**src/rtl/blast_seq_pkg.sv**
```systemverilog
// Shared types and elaboration helpers for the BLAST fully-connected sequencer.
package blast_seq_pkg;

    typedef enum logic [1:0] {
        StIdle,
        StFetch,
        StWait,
        StDone
    } seq_state_e;

    // True when a score of nbits can hold a popcount of isize bits and there are
    // at least two neurons to rank.
    function automatic bit fc_widths_ok(input int unsigned isize, input int unsigned osize,
                                        input int unsigned nbits);
        return (nbits >= $clog2(isize + 1)) && (osize >= 2);
    endfunction

endpackage

```
**src/rtl/popcnt_hw.sv**
```systemverilog
// Combinational population count of an INPUT_WIDTH-bit vector.
module popcnt_hw #(
    parameter int unsigned INPUT_WIDTH  = 8,
    parameter int unsigned OUTPUT_WIDTH = 4
) (
    input  logic [INPUT_WIDTH-1:0]  data_i,
    output logic [OUTPUT_WIDTH-1:0] count_o
);

    always_comb begin
        count_o = '0;
        for (int i = 0; i < INPUT_WIDTH; i++) begin
            count_o = count_o + OUTPUT_WIDTH'(data_i[i]);
        end
    end

endmodule

```
**src/rtl/blast_fc_sequencer.sv**
```systemverilog
// Binary FC layer sequencer: fetches one weight row per cycle, scores it by XNOR-popcount.
// Define BLAST_SEQ_ARGMAX_EN to build the argmax tracker that drives class_o.
module blast_fc_sequencer
    import blast_seq_pkg::*;
#(
    parameter int unsigned ISIZE_FEAT = 8,
    parameter int unsigned OSIZE_FEAT = 10,
    parameter int unsigned N_BITCONV  = 4
) (
    input  logic                              clk_i,
    input  logic                              rst_i,
    input  logic                              in_valid_i,
    output logic                              in_ready_o,
    input  logic [ISIZE_FEAT-1:0]             layer_i,
    output logic                              weight_req_o,
    output logic [$clog2(OSIZE_FEAT)-1:0]     weight_addr_o,
    input  logic [ISIZE_FEAT-1:0]             weight_rdata_i,
    output logic                              out_valid_o,
    input  logic                              out_ready_i,
    output logic [OSIZE_FEAT*N_BITCONV-1:0]   layer_o,
    output logic [$clog2(OSIZE_FEAT)-1:0]     class_o,
    output logic                              busy_o
);

    localparam int unsigned AW = $clog2(OSIZE_FEAT);
    localparam logic [AW-1:0] LastK = AW'(OSIZE_FEAT - 1);

    if (!fc_widths_ok(ISIZE_FEAT, OSIZE_FEAT, N_BITCONV)) begin : g_bad_params
        $error("blast_fc_sequencer: N_BITCONV too narrow or OSIZE_FEAT < 2");
    end

    seq_state_e state_q, state_d;
    logic [AW-1:0]         k_q, k_d;
    logic [ISIZE_FEAT-1:0] vec_q, vec_d;
    // strobe_q/saddr_q mark the cycle in which weight_rdata_i holds row saddr_q
    logic                  strobe_q;
    logic [AW-1:0]         saddr_q;
    logic [OSIZE_FEAT-1:0][N_BITCONV-1:0] layer_q;
    logic [N_BITCONV-1:0]  score;

    popcnt_hw #(
        .INPUT_WIDTH  (ISIZE_FEAT),
        .OUTPUT_WIDTH (N_BITCONV)
    ) u_popcnt (
        .data_i  (~(vec_q ^ weight_rdata_i)),
        .count_o (score)
    );

    always_comb begin
        state_d      = state_q;
        k_d          = k_q;
        vec_d        = vec_q;
        in_ready_o   = 1'b0;
        weight_req_o = 1'b0;
        unique case (state_q)
            StIdle: begin
                in_ready_o = 1'b1;
                if (in_valid_i) begin
                    vec_d   = layer_i;
                    k_d     = '0;
                    state_d = StFetch;
                end
            end
            StFetch: begin
                weight_req_o = 1'b1;
                if (k_q == LastK) begin
                    k_d     = '0;
                    state_d = StWait;
                end else begin
                    k_d = k_q + AW'(1);
                end
            end
            StWait: begin
                state_d = StDone;
            end
            StDone: begin
                if (out_ready_i) begin
                    state_d = StIdle;
                end
            end
            default: begin
                state_d = StIdle;
            end
        endcase
    end

    always_ff @(posedge clk_i) begin
        if (rst_i) begin
            state_q  <= StIdle;
            k_q      <= '0;
            vec_q    <= '0;
            strobe_q <= 1'b0;
            saddr_q  <= '0;
            layer_q  <= '0;
        end else begin
            state_q  <= state_d;
            k_q      <= k_d;
            vec_q    <= vec_d;
            strobe_q <= weight_req_o;
            saddr_q  <= k_q;
            if (strobe_q) begin
                layer_q[saddr_q] <= score;
            end
        end
    end

`ifdef BLAST_SEQ_ARGMAX_EN
    logic [N_BITCONV-1:0] best_q;
    logic [AW-1:0]        class_q;

    // Row 0 seeds the running maximum; later rows replace it only when strictly greater.
    always_ff @(posedge clk_i) begin
        if (rst_i) begin
            best_q  <= '0;
            class_q <= '0;
        end else if (strobe_q && ((saddr_q == '0) || (score > best_q))) begin
            best_q  <= score;
            class_q <= saddr_q;
        end
    end

    assign class_o = class_q;
`else
    assign class_o = '0;
`endif

    assign weight_addr_o = k_q;
    assign layer_o       = layer_q;
    assign out_valid_o   = (state_q == StDone);
    assign busy_o        = (state_q != StIdle);

endmodule

```
**config.mk**
```make
export PLATFORM = sky130hd
export DESIGN_NAME = blast_fc_sequencer
export DESIGN_NICKNAME = d
export VERILOG_FILES = /design/src/rtl/blast_seq_pkg.sv /design/src/rtl/popcnt_hw.sv /design/src/rtl/blast_fc_sequencer.sv
export SDC_FILE = /design/constraint.sdc
export NUM_CORES = 1
export LEC_CHECK = 0
export CORE_ASPECT_RATIO = 2
export CORE_MARGIN = 4
export CORE_UTILIZATION = 45
export DETAILED_ROUTE_END_ITERATION = 12
export PLACE_DENSITY_LB_ADDON = 0.2
export RECOVER_POWER = 25
export SLEW_MARGIN = 20
export SYNTH_ARGS = -nofsm -noshare
export SYNTH_HDL_FRONTEND = slang
export SYNTH_HIERARCHICAL = 1
export SYNTH_SLANG_ARGS = --single-unit
export TNS_END_PERCENT = 20
```
**constraint.sdc**
```tcl
create_clock -name clk_i -period 8.95 [get_ports clk_i]
set_input_delay 1.3425 -clock clk_i [delete_from_list [all_inputs] [get_ports clk_i]]
set_output_delay 1.3425 -clock clk_i [all_outputs]
set_load 0.1 [all_outputs]
```
==> flow_summary_export.csv <==
group,metric,value,unit
power,ir_worst_vdd,0.000358,V
final_layout,syn_to_final_growth,34.3,%
timing,clock-skew-final,0.00390,ns
timing,hold_viol,0,
floorplan,core,0.00576,sq mm
floorplan,chipHeight,118,microns
power,finalPower,0.00109,W
timing,finalSetupViolCount,0,
flow_run,maxCapViolations,1,
final_layout,fillers,531,
synthesis,yosysTopAreaCell,"dfxtp_1",
synthesis,synth_commonest_cells,"dfxtp_1, a21oi_1, nand3_1",
placed_design,port_buffers,67,
worst_setup_path,cp_max_fo,10,
grt,grt_pass1_wl,10400,microns
worst_setup_path,cp-start-kind,"primary input",
timing,fin_ws,4.04,ns
timing,final_max_slew_viol_count,61,
floorplan,dieArea,0.00739,sq mm
floorplan,start_util,0.470,
timing,max_freq,204,MHz
placed_design,gp_congestion,0.791,
grt,grt_max_degree,61,
final_layout,antenna_cells,0,
worst_setup_path,cp.arrival,5.12,ns
power,p_leak,1.31,nW
synthesis,synthMostInstantiatedCell,"dfxtp_1",
drt,via_per_inst,5.48,
clocking,cts_tree,"yes",
final_layout,layout.nets,409,
floorplan,die_x,62.8,microns
synthesis,ys_warn_count,6,
final_layout,seq_area,0.00118,sq mm
clocking,cts.sinks,59,
drt,wirelength,6280,microns
placed_design,dpl.hpwl,4600,microns
grt,grt_usage,0.174,
placed_design,dp_slack,3.80,ns
clocking,post_cts_buffers,0,
synthesis,ys_types,35,
drt,top_layer,"met4",
drt,drc,0,
clocking,cts_hold_buf,0,
worst_hold_path,hp-class,"reg -> reg",
floorplan,std_cell_rows,39,
synthesis,ys_top_cells_by_area,"dfxtp_1, a21oi_1, nand3_1",
clocking,cts_resized,0,
floorplan,pin_count,72,
grt,grt_remaining_overflow,0,
drt,wire_per_inst,14.2,microns
timing,slew_headroom,-0.696,
timing,hold_slack,0.465,ns
timing,period_share,0.548,
clocking,clkSlewWorstSetupHoldPaths,0.05,ns
worst_setup_path,cp.required,9.16,ns
clocking,clockBufferDepth,2,
drt,antenna_left,0,
drt,wl_met2,3440,microns
placed_design,dp_cells,426,
synthesis,ys_seq_area_frac,0.437,
synthesis,ys_seq_elements,59,
timing,worst_slew_pin_slew,2.54,ns
synthesis,avgSynthCellArea,8.32,sq um
worst_setup_path,crit_path_end_kind,"register",
synthesis,synth_cells,325,
clocking,worst_skew_pair.late_latency,0.32,ns
drt,firstDrtPassIters,4,
drt,wl_met1,2420,microns
drt,vias,2424,
run_status,violations,"capacitance limit, slew limit",
grt,antenna_found_initial,0,
final_layout,multi_input_area,0.00133,sq mm
clocking,cts_buffers,9,
final_layout,drive_gt1_frac,0.0472,
power,powerDensity,300,mW/mm^2
synthesis,synth_top_cell_area_share,0.437,
timing,finalSetupTns,0,ns
run_status,status,"finished with violations",
clocking,cts_root_buffer,"clkbuf_16",
timing,min_period,4.91,ns
synthesis,synth_edf_count,0,
synthesis,synth_flop_cell,"dfxtp_1",
worst_setup_path,path_class,"in -> reg",
synthesis,syn_area,0.00271,sq mm
final_layout,fin_cells,442,
synthesis,synthArstFlopShare,0,
drt,drt_iter0_drc,107,
drt,route.met3.wl,264,microns
timing,rsz0062_at_grt,"no",
grt,grt_pass1_vias,2297,
clocking,cts.htree.levels,3,
-- metrics by stage --
| step | utilization | cell area (sq um) |
|---|---|---|
| 3_3_place_gp | 0.579 | 3330 |
| 5_1_grt | 0.631 | 3630 |
| 2_1_floorplan | - | 2720 |
| 4_1_cts | 0.630 | 3630 |
| 6_report | 0.631 | 3630 |
| 3_5_place_dp | 0.579 | 3330 |
-- report_power, final --
part | internal [W] | switching (W) | total (W)
Sequential | 0.000282 | 0.0000164 | 0.000298
Clock | 0.000221 | 0.000110 | 0.000331
Combinational | 0.000123 | 0.000339 | 0.000462
Total | 0.000626 | 0.000465 | 0.00109
-- metal layers --
metal | global-route usage | vias up
li1 | - | 1220
met1 | 0.181 | 1126
met2 | 0.312 | 62
met3 | 0.0516 | 16
met4 | 0.0816 | 0
met5 | 0 | -
-- logic make-up after synthesis --
group	Yosys count	synth area share
compound gates	97	0.184
other cells	1	0.00139
simple gates	92	0.189
fa+ha+maj	13	0.0712
buf+inv	51	0.0768
mux	3	0.0116
xor+xnor	9	0.0291
flops	59	0.437
-- layout by cell type, fill, tap and decap left out, drive strengths merged, types with 2 or more instances in the layout --
cell,instances
a21oi,52
clkbuf,12
clkdlybuf4s50,59
clkinv,3
conb,4
dfxtp,59
dlygate4sd3,7
fa,4
ha,9
inv,20
mux2i,2
nand2,12
nand2b,4
nand3,49
nand3b,2
nand4,2
nand4b,3
nor2,2
nor2b,10
o21ai,41
xnor2,9
-- layout make-up --
class / instances / share of cell area
multi-input combinational: 218 / 0.367
sequential: 59 / 0.325
timing repair buffer: 68 / 0.185
clock buffer: 11 / 0.0668
tap: 61 / 0.0210
inverter: 20 / 0.0207
clock inverter: 5 / 0.0145
-- worst paths after layout --
check	slack, ns	depth (start not counted)	endpoint	startpoint
worst max-delay path	4.04	13	layer_o[2]$_SDFFE_PP0P_	weight_rdata_i[1]
worst min-delay path	0.46	2	vec_q[3]$_SDFFE_PP0P_	vec_q[3]$_SDFFE_PP0P_
worst max register to register	5.20	12	layer_o[2]$_SDFFE_PP0P_	vec_q[0]$_SDFFE_PP0P_
worst min register to register	0.46	2	vec_q[3]$_SDFFE_PP0P_	vec_q[3]$_SDFFE_PP0P_
-- state kept, by name, summed over array words and instances, names as in the netlist --
name / cells
layer_o: 40
saddr_q: 4
state_q: 2
strobe_q: 1
vec_q: 8
weight_addr_o: 4
-- worst max-delay path: stages --
cell	delay, ns
clkdlybuf4s50_1	0.49
xnor2_1	0.13
inv_1	0.08
fa_1	0.48
fa_1	0.51
fa_1	0.41
inv_1	0.07
ha_1	0.16
inv_1	0.06
fa_1	0.37
xnor2_1	0.70
nand3_1	0.16
a21oi_1	0.17
No activity file was read; power rests on OpenSTA's default activity.
==> edit 1, RTL diff (same settings) <==
Build with the macro `BLAST_SEQ_ARGMAX_EN` defined.
--- a/src/rtl/blast_fc_sequencer.sv
+++ b/src/rtl/blast_fc_sequencer.sv
@@ -1,4 +1,6 @@
 // Binary FC layer sequencer: fetches one weight row per cycle, scores it by XNOR-popcount.
 // Define BLAST_SEQ_ARGMAX_EN to build the argmax tracker that drives class_o.
+`define BLAST_SEQ_ARGMAX_EN
+
 module blast_fc_sequencer
     import blast_seq_pkg::*;
Behaviour: not the same (a bounded check fails within 10 cycles, from zero or initial values and one cycle with rst_i high).
==> edit 1 against the original RTL <==
Sequential power increased by 15%; final area increased by 12%; wire length increased by 3.9%; sequential cell count increased by 8; the run still ends with capacitance limit, slew limit left; worst setup slack got worse by 0.43 ns; total power increased by 20%; area after synthesis increased by 14%; critical path depth increased by 4; largest power group unchanged; clock skew increased by 0.0011 ns.
==> edit 1: results (changes against the original RTL) <==
<table>
<tr><th>Metric</th><th>Value</th></tr>
<tr><th colspan="2">Critical path</th></tr>
<tr><td>Flop2flop setup slack</td><td>4.74 ns (was 5.20 ns)</td></tr>
<tr><td>Highest net fanout along the worst path</td><td>12 (was 10)</td></tr>
<tr><td>Crit path to</td><td>class_o[3] (was layer_o[2])</td></tr>
<tr><td>Cell with the biggest individual delay on the critical path</td><td>fa_1 (was xnor2_1)</td></tr>
<tr><td>Critical path arrival</td><td>5.59 ns (was 5.12 ns)</td></tr>
<tr><th colspan="2">Global routing</th></tr>
<tr><td>Maximum number of pins on one net before global-route repair</td><td>73 (was 61)</td></tr>
<tr><td>Global-route wire length before repair</td><td>10.6 mm (was 10.4 mm)</td></tr>
<tr><td>GRT Overall Usage</td><td>0.166 (was 0.174)</td></tr>
<tr><td>Number of global-route vias before repair</td><td>2,352 (was 2,297)</td></tr>
<tr><th colspan="2">Detailed routing</th></tr>
<tr><td>Routed length per placed instance</td><td>13.4 microns (was 14.2 microns)</td></tr>
<tr><td>Number of violations reported at the end of detailed-routing iteration 0</td><td>127 (was 107)</td></tr>
<tr><td>Routed vias/inst</td><td>4.96 (was 5.48)</td></tr>
<tr><th colspan="2">Worst hold path</th></tr>
<tr><td>Worst hold path endpoint</td><td>class_o[2] (was vec_q[3])</td></tr>
<tr><td>Hold path start</td><td>class_o[2] (was vec_q[3])</td></tr>
<tr><th colspan="2">Logic synthesis</th></tr>
<tr><td>Sequential cell area fraction in the yosys report</td><td>0.433 (was 0.437)</td></tr>
<tr><td>Mux share of post-synthesis cell area</td><td>0.152 (was 0.0116)</td></tr>
<tr><td>Post-synthesis compound-gate area fraction</td><td>0.0558 (was 0.184)</td></tr>
<tr><td>Top cells by instance count after synthesis</td><td>dfxtp_1, mux2i_1, nor2_1 (was dfxtp_1, a21oi_1, nand3_1)</td></tr>
<tr><th colspan="2">Place</th></tr>
<tr><td>Port-buffer cells</td><td>71 (was 67)</td></tr>
<tr><td>Post-Place Setup Slack</td><td>3.23 ns (was 3.80 ns)</td></tr>
<tr><td>GP Congestion</td><td>0.779 (was 0.791)</td></tr>
<tr><th colspan="2">Timing</th></tr>
<tr><td>Post-route clock period utilization</td><td>0.597 (was 0.548)</td></tr>
<tr><td>Max-slew violation count</td><td>73 (was 61)</td></tr>
<tr><td>Max-slew headroom at the worst pin</td><td>-0.953 (was -0.696)</td></tr>
<tr><th colspan="2">Outcome</th></tr>
<tr><td>Violations in the final reports</td><td>capacitance limit, slew limit (unchanged)</td></tr>
<tr><td>Outcome</td><td>finished with violations (unchanged)</td></tr>
<tr><th colspan="2">Layout</th></tr>
<tr><td>Share of layout cells above drive strength 1</td><td>0.0576 (was 0.0472)</td></tr>
<tr><th colspan="2">Power and ir drop</th></tr>
<tr><td>Cell Int Power</td><td>0.732 mW (was 0.626 mW)</td></tr>
<tr><th colspan="2">Flow run</th></tr>
<tr><td>Count of max-cap constraint violations</td><td>1 (unchanged)</td></tr>
</table>
## edit 1: cell count changes after synthesis, sizes merged, moves of 16 or more
cell / before / now
nor2: 2 / 45
mux2i: 2 / 47
o21ai: 41 / 5
nand3: 49 / 4
a21oi: 52 / 20
nand2: 12 / 28
## edit 1: final cells by class
class,instances,area [sq um],share of cell area
clock inverters,4,25.0,0.00613
well taps,88,110,0.0270
flip-flops and latches,67,1340,0.329
repair buffers,73,719,0.176
clock buffers,12,256,0.0629
multi-input cells,221,1540,0.379
inverters,22,82.6,0.0202
## edit 1: worst reg2reg max path: cells and delay by family (launching register included)
kind / cells / cell delay (ns)
multiplexers: 1 / 0.22
adder cells (fa/ha/maj): 6 / 2.29
AO/OA/AOI/OAI: 3 / 0.64
flip-flops: 1 / 0.36
buffers and inverters: 4 / 0.37
XOR/XNOR: 2 / 0.27
## edit 1: per-stage QoR
step / instances / hold WS [ns] / instance area (sq um) / power [mW]
after global routing: 487 / 0.480 / 4080 / 1.40
after detailed placement: 471 / 0.456 / 3800 / 1.01
after floorplan: 329 / 0.449 / 3100 / 0.903
after global placement: 471 / 0.446 / 3800 / 0.984
after CTS: 487 / 0.463 / 4080 / 1.33
final: 487 / 0.458 / 4080 / 1.31
## edit 1: power groups by stage
stage               clock (mW)  sequential, mW  combinational (mW)
global route             0.343           0.348               0.712
floorplan                    0           0.391               0.511
CTS                      0.330           0.344               0.658
global placement             0           0.350               0.634
finish                   0.322           0.344               0.641
detailed placement           0           0.350               0.655
## edit 1: routing by layer
layer  vias up  share of wire  global-route usage
met5         -              0                   0
met4         0          0.031              0.0970
met3        13          0.055              0.0431
met2        68           0.55               0.296
met1      1130           0.37               0.165
li1       1206              -                   -
==> edit 2, RTL diff (same settings) <==
Made on the original files. Take the reset off `k_q` and load it in a clocked block of its own.
--- a/src/rtl/blast_fc_sequencer.sv
+++ b/src/rtl/blast_fc_sequencer.sv
@@ -88,5 +88,4 @@
         if (rst_i) begin
             state_q  <= StIdle;
-            k_q      <= '0;
             vec_q    <= '0;
             strobe_q <= 1'b0;
@@ -95,5 +94,4 @@
         end else begin
             state_q  <= state_d;
-            k_q      <= k_d;
             vec_q    <= vec_d;
             strobe_q <= weight_req_o;
@@ -103,4 +101,8 @@
             end
         end
+    end
+
+    always_ff @(posedge clk_i) begin
+        k_q <= k_d;
     end
 
Behaviour: differs if rst_i is asserted again (counterexample within 4 cycles, from zero or initial values and one cycle with rst_i high); with rst_i held inactive, the same outputs for 10 cycles.
==> edit 2 against the original RTL <==
The flow still finishes with violations (capacitance limit, slew limit); worst setup slack improved by 0.099 ns; global-route usage increased by 1.5 points; fmax is 2.1% higher; largest cell class unchanged; critical path type unchanged; sequential cell count stayed put; total power up 15%; wire length up 5.1%; final area decreased by 1.5%; area after synthesis is 0.42% lower.
==> edit 2: results (changes against the original RTL) <==
<table>
<tr><th>Metric</th><th>Value</th></tr>
<tr><th colspan="2">Outcome</th></tr>
<tr><td>Outcome</td><td>finished with violations (unchanged)</td></tr>
<tr><td>Violations in the final reports</td><td>capacitance limit, slew limit (unchanged)</td></tr>
<tr><th colspan="2">Logic synthesis</th></tr>
<tr><td>Post-synthesis adder-cell area fraction</td><td>0.0715 (was 0.0712)</td></tr>
<tr><td>Count of distinct cell types in the synthesized netlist</td><td>34 (was 35)</td></tr>
<tr><td>Top post-synthesis cells by area</td><td>dfxtp_1, nand3_1, a21oi_1 (was dfxtp_1, a21oi_1, nand3_1)</td></tr>
<tr><td>Sequential cell area fraction in the yosys report</td><td>0.453 (was 0.437)</td></tr>
<tr><td>Count of mapped cells out of synthesis</td><td>314 (was 325)</td></tr>
<tr><th colspan="2">Worst hold path</th></tr>
<tr><td>Hold path start</td><td>vec_q[5] (was vec_q[3])</td></tr>
<tr><td>Worst hold path endpoint</td><td>vec_q[5] (was vec_q[3])</td></tr>
<tr><th colspan="2">Place</th></tr>
<tr><td>Post-Place Setup Slack</td><td>3.82 ns (was 3.80 ns)</td></tr>
<tr><td>GP Congestion</td><td>0.833 (was 0.791)</td></tr>
<tr><th colspan="2">Global routing</th></tr>
<tr><td>Maximum number of pins on one net before global-route repair</td><td>57 (was 61)</td></tr>
<tr><td>Met1 usage</td><td>0.193 (was 0.181)</td></tr>
<tr><td>Global-route wire length before repair</td><td>10.9 mm (was 10.4 mm)</td></tr>
<tr><td>GRT Overall Usage</td><td>0.188 (was 0.174)</td></tr>
<tr><th colspan="2">Timing</th></tr>
<tr><td>Max-slew violation count</td><td>57 (was 61)</td></tr>
<tr><td>Worst Hold Slack</td><td>0.464 ns (was 0.465 ns)</td></tr>
<tr><td>Worst Max-Slew Pin Slew</td><td>2.42 ns (was 2.54 ns)</td></tr>
<tr><th colspan="2">Layout</th></tr>
<tr><td>Fin nets</td><td>399 (was 409)</td></tr>
<tr><td>Share of layout cells above drive strength 1</td><td>0.0566 (was 0.0472)</td></tr>
<tr><td>Final Non-Filler Cells</td><td>432 (was 442)</td></tr>
<tr><th colspan="2">Flow run</th></tr>
<tr><td>Count of max-cap constraint violations</td><td>1 (unchanged)</td></tr>
<tr><th colspan="2">Power and ir drop</th></tr>
<tr><td>Max IR drop VDD</td><td>0.000361 V (was 0.000358 V)</td></tr>
<tr><td>Cell Int Power</td><td>0.661 mW (was 0.626 mW)</td></tr>
<tr><td>Clock power share</td><td>0.255 (was 0.303)</td></tr>
<tr><td>Leakage Power</td><td>1.30 nW (was 1.31 nW)</td></tr>
<tr><th colspan="2">Detailed routing</th></tr>
<tr><td>Routed vias/inst</td><td>5.50 (was 5.48)</td></tr>
<tr><td>Routed length per placed instance</td><td>15.3 microns (was 14.2 microns)</td></tr>
<tr><th colspan="2">Critical path</th></tr>
<tr><td>CP peak stage delay</td><td>0.64 ns (was 0.70 ns)</td></tr>
</table>
==> edit 2: cell types whose count changed in the layout (fill, tap and decap cells not counted), sizes merged, moves of 3 or more <==
cell    change
edfxtp      +4
nor2b       -3
a21oi       -3
dfxtp       -4
nand4b      -3
clkbuf      +3
nor2        +5
==> edit 2: cell type report <==
class | count | area, sq um
fill | 529 | 2180
multi-input combinational | 209 | 1260
sequential | 59 | 1220
timing repair buffer | 67 | 664
clock buffer | 14 | 274
tap | 61 | 76.3
inverter | 20 | 75.1
clock inverter | 2 | 10.0
==> edit 2: worst max-delay path by stage <==
stage,start,to,slack [ns],cells after the start
floorplan,weight_rdata_i[0],layer_o[13],4.74,13
global placement,weight_rdata_i[1],layer_o[10],3.94,13
detailed placement,weight_rdata_i[1],layer_o[2],3.82,13
CTS,weight_rdata_i[1],layer_o[30],4.18,13
global route,weight_rdata_i[1],layer_o[26],3.86,13
finish,weight_rdata_i[1],layer_o[2],4.14,13
